## src/rtl/phy_rx_pkg.sv

```systemverilog
// Shared types and defaults for the multi-lane serial receiver.
package phy_rx_pkg;

    typedef enum logic [1:0] {
        ST_SEARCH = 2'd0,
        ST_SYNC   = 2'd1,
        ST_ACTIVE = 2'd2
    } lane_state_e;

    localparam logic [7:0] DEF_COMMA      = 8'hBC;
    localparam int         DEF_SYNC_COUNT = 4;

endpackage

```

## src/rtl/phy_rx_lane.sv

```systemverilog
// One serial lane: comma alignment FSM, byte framing, word packing into a holding register.
module phy_rx_lane
    import phy_rx_pkg::*;
#(
    parameter int         WORD_W     = 32,
    parameter int         SYNC_COUNT = DEF_SYNC_COUNT,
    parameter logic [7:0] COMMA      = DEF_COMMA
) (
    input  logic              clk,
    input  logic              reset_L,
    input  logic              din,
    input  logic              consume,
    output logic              active,
    output logic              full,
    output logic              drop,
    output logic [WORD_W-1:0] hold
);

    localparam int             NB        = WORD_W / 8;
    localparam int             BCW       = (NB > 1) ? $clog2(NB) : 1;
    localparam logic [BCW-1:0] LAST_BYTE = BCW'(NB - 1);
    localparam logic [3:0]     SYNC_N    = 4'(SYNC_COUNT);

    lane_state_e       state_q, state_d;
    logic [7:0]        shift_q, shift_d, cand;
    logic [2:0]        bit_cnt_q, bit_cnt_d;
    logic [3:0]        comma_cnt_q, comma_cnt_d;
    logic [BCW-1:0]    byte_cnt_q, byte_cnt_d;
    logic [WORD_W-1:0] word_q, word_d, word_nxt, hold_q, hold_d;
    logic              full_q, full_d, complete;

    assign cand     = {shift_q[6:0], din};
    assign word_nxt = (word_q << 8) | WORD_W'(cand);
    assign active   = (state_q == ST_ACTIVE);
    assign full     = full_q;
    assign hold     = hold_q;

    always_comb begin
        state_d     = state_q;
        shift_d     = cand;
        bit_cnt_d   = bit_cnt_q + 3'd1;
        comma_cnt_d = comma_cnt_q;
        byte_cnt_d  = byte_cnt_q;
        word_d      = word_q;
        hold_d      = hold_q;
        full_d      = full_q;
        complete    = 1'b0;
        drop        = 1'b0;
        case (state_q)
            ST_SEARCH: begin
                byte_cnt_d = '0;
                word_d     = '0;
                // Bit-sliding: any comma hit defines the byte boundary.
                if (cand == COMMA) begin
                    bit_cnt_d   = 3'd0;
                    comma_cnt_d = 4'd1;
                    state_d     = (SYNC_N == 4'd1) ? ST_ACTIVE : ST_SYNC;
                end
            end
            ST_SYNC: begin
                if (bit_cnt_q == 3'd7) begin
                    if (cand == COMMA) begin
                        comma_cnt_d = comma_cnt_q + 4'd1;
                        if (comma_cnt_q + 4'd1 == SYNC_N) state_d = ST_ACTIVE;
                    end else begin
                        comma_cnt_d = 4'd0;
                        state_d     = ST_SEARCH;
                    end
                end
            end
            ST_ACTIVE: begin
                if (bit_cnt_q == 3'd7 && cand != COMMA) begin
                    if (byte_cnt_q == LAST_BYTE) begin
                        complete   = 1'b1;
                        byte_cnt_d = '0;
                        word_d     = '0;
                    end else begin
                        byte_cnt_d = byte_cnt_q + BCW'(1);
                        word_d     = word_nxt;
                    end
                end
            end
            default: state_d = ST_SEARCH;
        endcase
        // A finished word is lost only if the old one is still unclaimed.
        if (complete) begin
            if (full_q && !consume) begin
                drop = 1'b1;
            end else begin
                hold_d = word_nxt;
                full_d = 1'b1;
            end
        end else if (consume) begin
            full_d = 1'b0;
        end
    end

    always_ff @(posedge clk or negedge reset_L) begin
        if (!reset_L) begin
            state_q     <= ST_SEARCH;
            shift_q     <= '0;
            bit_cnt_q   <= '0;
            comma_cnt_q <= '0;
            byte_cnt_q  <= '0;
            word_q      <= '0;
            hold_q      <= '0;
            full_q      <= 1'b0;
        end else begin
            state_q     <= state_d;
            shift_q     <= shift_d;
            bit_cnt_q   <= bit_cnt_d;
            comma_cnt_q <= comma_cnt_d;
            byte_cnt_q  <= byte_cnt_d;
            word_q      <= word_d;
            hold_q      <= hold_d;
            full_q      <= full_d;
        end
    end

endmodule

```

## src/rtl/phy_rx_nlane.sv

```systemverilog
// N-lane serial receiver: per-lane alignment plus a strict round-robin unstriper.
module phy_rx_nlane
    import phy_rx_pkg::*;
#(
    parameter int         LANES      = 2,
    parameter int         WORD_W     = 32,
    parameter int         SYNC_COUNT = DEF_SYNC_COUNT,
    parameter logic [7:0] COMMA      = DEF_COMMA
) (
    input  logic              clk,
    input  logic              reset_L,
    input  logic [LANES-1:0]  data_in,
    output logic [WORD_W-1:0] data_out,
    output logic              valid_out,
    output logic [LANES-1:0]  active,
    output logic              active_all,
    output logic              overflow
);

    localparam int RRW = (LANES > 1) ? $clog2(LANES) : 1;

    logic [LANES-1:0]             full, drop, consume;
    logic [LANES-1:0][WORD_W-1:0] hold;
    logic [RRW-1:0]               rr_q, rr_d;
    logic [WORD_W-1:0]            data_out_q, data_out_d;
    logic                         valid_out_q, valid_out_d;
    logic                         overflow_q, overflow_d;
    logic                         take;

    for (genvar l = 0; l < LANES; l++) begin : g_lane
        phy_rx_lane #(
            .WORD_W    (WORD_W),
            .SYNC_COUNT(SYNC_COUNT),
            .COMMA     (COMMA)
        ) u_lane (
            .clk    (clk),
            .reset_L(reset_L),
            .din    (data_in[l]),
            .consume(consume[l]),
            .active (active[l]),
            .full   (full[l]),
            .drop   (drop[l]),
            .hold   (hold[l])
        );
        assign consume[l] = take && (rr_q == RRW'(l));
    end

    assign active_all = &active;
    // rr never skips: an empty lane stalls output even if others are full.
    assign take       = active_all && full[rr_q];

    always_comb begin
        rr_d        = rr_q;
        data_out_d  = data_out_q;
        valid_out_d = take;
        overflow_d  = overflow_q | (|drop);
        if (take) begin
            data_out_d = hold[rr_q];
            rr_d       = (rr_q == RRW'(LANES - 1)) ? '0 : rr_q + RRW'(1);
        end
    end

    always_ff @(posedge clk or negedge reset_L) begin
        if (!reset_L) begin
            rr_q        <= '0;
            data_out_q  <= '0;
            valid_out_q <= 1'b0;
            overflow_q  <= 1'b0;
        end else begin
            rr_q        <= rr_d;
            data_out_q  <= data_out_d;
            valid_out_q <= valid_out_d;
            overflow_q  <= overflow_d;
        end
    end

    assign data_out  = data_out_q;
    assign valid_out = valid_out_q;
    assign overflow  = overflow_q;

endmodule

```

## config.mk

```make
export PLATFORM = sky130hd
export DESIGN_NAME = phy_rx_nlane
export DESIGN_NICKNAME = d
export VERILOG_FILES = /design/src/rtl/phy_rx_pkg.sv /design/src/rtl/phy_rx_lane.sv /design/src/rtl/phy_rx_nlane.sv
export SDC_FILE = /design/constraint.sdc
export NUM_CORES = 1
export LEC_CHECK = 0
export CAP_MARGIN = 40
export CORE_MARGIN = 3
export CORE_UTILIZATION = 44
export DETAILED_ROUTE_END_ITERATION = 6
export PLACE_DENSITY = 0.65
export SLEW_MARGIN = 5
export SYNTH_ARGS = -nofsm -noshare
export SYNTH_HDL_FRONTEND = slang
export SYNTH_HIERARCHICAL = 1
export SYNTH_SLANG_ARGS = --single-unit
```

## constraint.sdc

```tcl
create_clock -name clk -period 2.9 [get_ports clk]
set_clock_uncertainty 0.2 [all_clocks]
set_input_delay 0.29 -clock clk [delete_from_list [all_inputs] [get_ports clk]]
set_output_delay 0.29 -clock clk [all_outputs]
set_load 0.02 [all_outputs]
```

==> impl_metrics.tcl <==
set metrics [dict create \
    synth_cell_type_count 56 \
    post_drt_wl_per_cell_um 19.5 \
    insertion_delay_ns 0.42 \
    critical_path.top_delay_family "buffers and inverters" \
    ios 41 \
    vias 4428 \
    placedInstanceArea_um2 8430 \
    die_h_um 139 \
    arrival_ns 2.14 \
    slew_headroom_pct 61.6 \
    syn_to_final_growth_pct 15.5 \
    syn-num-nets 534 \
    synth-seq-cells 185 \
    place_hpwl_mm 10.1 \
    power_leakage_nw 4.26 \
    die-area_um2 19300 \
    cts_root_buf "clkbuf_16" \
    wirelength_mm 15.7 \
    layout_min_cycle_time_ns 2.63 \
    worstRegToRegCells 7 \
    antenna_left 0 \
    cts_setup_buffers 0 \
    clk_pin_slew_ns 0.06 \
    io_buffers 40 \
    crit_required_ns 2.41 \
    synth_compound_area_share_pct 9.06 \
    cpPeakStageDelay_ns 0.61 \
    syn_avg_cell_area_um2 15.0 \
    endpoint_kind "output pin" \
    ys.flop_type "dfrtp_1" \
    fill_cells 1452 \
    drt-initial-drc-count 273 \
    die_x_um 139 \
    crit_path_max_fanout 12 \
    ys_seq_area_share_pct 59.5 \
    ys_warn_count 6 \
    synth_top_family_by_area "multiplexers" \
    fin_crit_sh_pct 90.8 \
    cts_num_sinks 185 \
    grt_usage_pct 17.0 \
    grt_first_pass_wirelength_mm 26.1 \
    crit_slowest_cell "clkdlybuf4s50_1" \
    clock_path_buffers 2 \
    cts.repair.resized 0 \
    synth-simple-area-share_pct 6.08 \
    grt_overflow_total 0 \
    core-area_um2 17300 \
    max_cap_violations 0 \
    power_density_nw_per_um2 559 \
    final_net_count 581 \
    setup_violations 0 \
    antenna_found_initial 0 \
    tns_ns 0 \
    initial_core_util_pct 45.0 \
    hold_path.class "in -> async" \
    drt_first_pass_iters 4 \
    via_per_inst 5.51 \
    crit_buf_inv 2 \
    synth_xor_area_share_pct 0.225 \
    hold_viol_final 0 \
    antenna_cells 0 \
    r2r-start "g_lane[1].u_lane/state_q[0]" \
    place.gp.congestion 0.893 \
    path_cells "and2b_4 > nand2_1 > inv_1 > clkdlybuf4s50_1" \
    regToRegEndpoint "g_lane[1].u_lane/hold[6]" \
    final_area_um2 8990 \
    grt_max_degree 67 \
    drive_gt1_share_pct 32.3 \
    yosys-mux-area-fraction_pct 20.3 \
    num_rows 48 \
    crit_start "g_lane[1].u_lane/state_q[0]" \
    run_status "finished, final reports clean" \
    cts_hold_repair.buffers 1 \
    fin_ws_ns 0.266 \
    pre_cts_ws_ns 0.281 \
    synth-edff-count 0 \
    drv_slew 0 \
    synth_adder_area_share_pct 1.61 \
    syn_area_um2 7780 \
    rsz0062_at_grt "false" \
    cts_tree "built" \
    ff2ff_setup_slack_ns 0.29 \
    cts_buffers 17 \
    htreeDepth 4 \
    crit_type "reg -> out" \
    peakVddDrop_v 0.000487 \
    postSynth.asyncResetShare_pct 100 \
    drc_errors 0 \
    start_kind "register" \
    grt_pass1_vias 4682 \
    fmax_ghz 0.380 \
    synthCells 520 \
    post-route-util_pct 52.0 \
    worstMarginPinSlew_ns 0.577 \
]
==> cells in the mapped netlist (2+ instances only) <==
master / n / area [µm²]
a21o_1: 2 / 15.0
a21oi_1: 3 / 15.0
a221o_1: 2 / 20.0
a22o_1: 50 / 438
a2bb2oi_1: 2 / 17.5
a41o_1: 2 / 20.0
and3_1: 2 / 12.5
buf_12: 3 / 60.1
buf_2: 15 / 75.1
buf_6: 6 / 67.6
clkbuf_1: 4 / 15.0
dfrtp_1: 185 / 4630
ha_1: 10 / 125
inv_1: 7 / 26.3
mux2_2: 96 / 1080
mux2_4: 32 / 480
nand2_1: 14 / 52.6
nand2_2: 2 / 12.5
nand2b_1: 3 / 18.8
nand3_1: 10 / 50.1
nand4_1: 4 / 25.0
nand4b_1: 4 / 35.0
nor2_1: 8 / 30.0
nor2b_1: 5 / 31.3
nor3_1: 5 / 25.0
o21ai_0: 6 / 30.0
o2bb2ai_1: 3 / 26.3
o31ai_1: 3 / 22.5
o32ai_1: 4 / 35.0
xnor2_1: 2 / 17.5
==> area by class of cell <==
class | count | area (µm²) | area share (%)
Sequential cell | 185 | 4630 | 51.5
Multi-Input combinational cell | 299 | 2930 | 32.6
Timing Repair Buffer | 57 | 569 | 6.33
Clock buffer | 24 | 482 | 5.36
Tap cell | 225 | 282 | 3.13
Clock inverter | 7 | 68.8 | 0.765
Inverter | 7 | 26.3 | 0.292
==> cells in the final DEF (no fill, tap or decap), types with 4 or more instances in the layout <==
cell type          n
mux2_2            96
nand4_1            4
clkdlybuf4s50_1   39
nor2_1             8
nand2_1           14
o32ai_1            4
clkbuf_1           4
nor2b_1            5
ha_1              10
buf_4             13
clkbuf_16         17
a22o_1            50
nand3_1           10
o21ai_0            6
mux2_4            32
dfrtp_1          185
nand4b_1           4
nor3_1             4
inv_1              7
==> sequential cells by signal, summed over array words and instances, names as in the netlist <==
| register | flops |
|---|---|
| overflow | 1 |
| g_lane.u_lane/hold | 64 |
| g_lane.u_lane/word_q | 48 |
| valid_out | 1 |
| rr_q | 1 |
| data_out | 32 |
| g_lane.u_lane/comma_cnt_q | 8 |
| g_lane.u_lane/shift_q | 14 |
| g_lane.u_lane/state_q | 4 |
| g_lane.u_lane/byte_cnt_q | 4 |
| g_lane.u_lane/full | 2 |
| g_lane.u_lane/bit_cnt_q | 6 |
==> where the power goes <==
group          leakage, nW  switching (mW)  internal (mW)
sequential            2.54          0.0391           2.63
clock                0.266           0.927           1.24
combinational         1.45           0.122         0.0601
==> stage by stage <==
stage | cells | total power, mW | hold WS (ns)
finish | 804 | 5.02 | 0.207
global route | 804 | 5.23 | 0.207
CTS | 804 | 5.08 | 0.196
detailed placement | 772 | 2.90 | 0.0981
global placement | 772 | 2.89 | 0.0914
floorplan | 520 | 2.80 | -0.206
==> metal layers <==
| layer | global-route usage [%] | vias to the layer above | share of wire, % |
|---|---|---|---|
| met4 | 3.96 | 0 | 1.1 |
| met3 | 4.34 | 9 | 3.4 |
| li1 | - | 2020 | - |
| met5 | 0 | - | 0 |
| met1 | 24.2 | 2322 | 48 |
| met2 | 26.5 | 77 | 47 |
==> how the worst max path moves through the flow <==
stage / slack [ns] / to / depth (start not counted)
global route: 0.14 / active_all / 4
finish: 0.27 / active_all / 4
floorplan: 0.50 / g_lane[1].u_lane/hold[0] / 9
global placement: 0.36 / g_lane[1].u_lane/hold[5] / 7
CTS: 0.25 / active_all / 4
detailed placement: 0.28 / g_lane[1].u_lane/hold[6] / 7
==> kinds of logic (layout without fill, tap and decap cells) <==
family	count (synthesis)	after routing
xor+xnor	2	2
flops	185	185
simple gates	74	74
compound gates	83	83
mux	130	130
fa+ha+maj	10	10
buf+inv	36	95
Note: power is estimated with default switching activity, not from simulation.
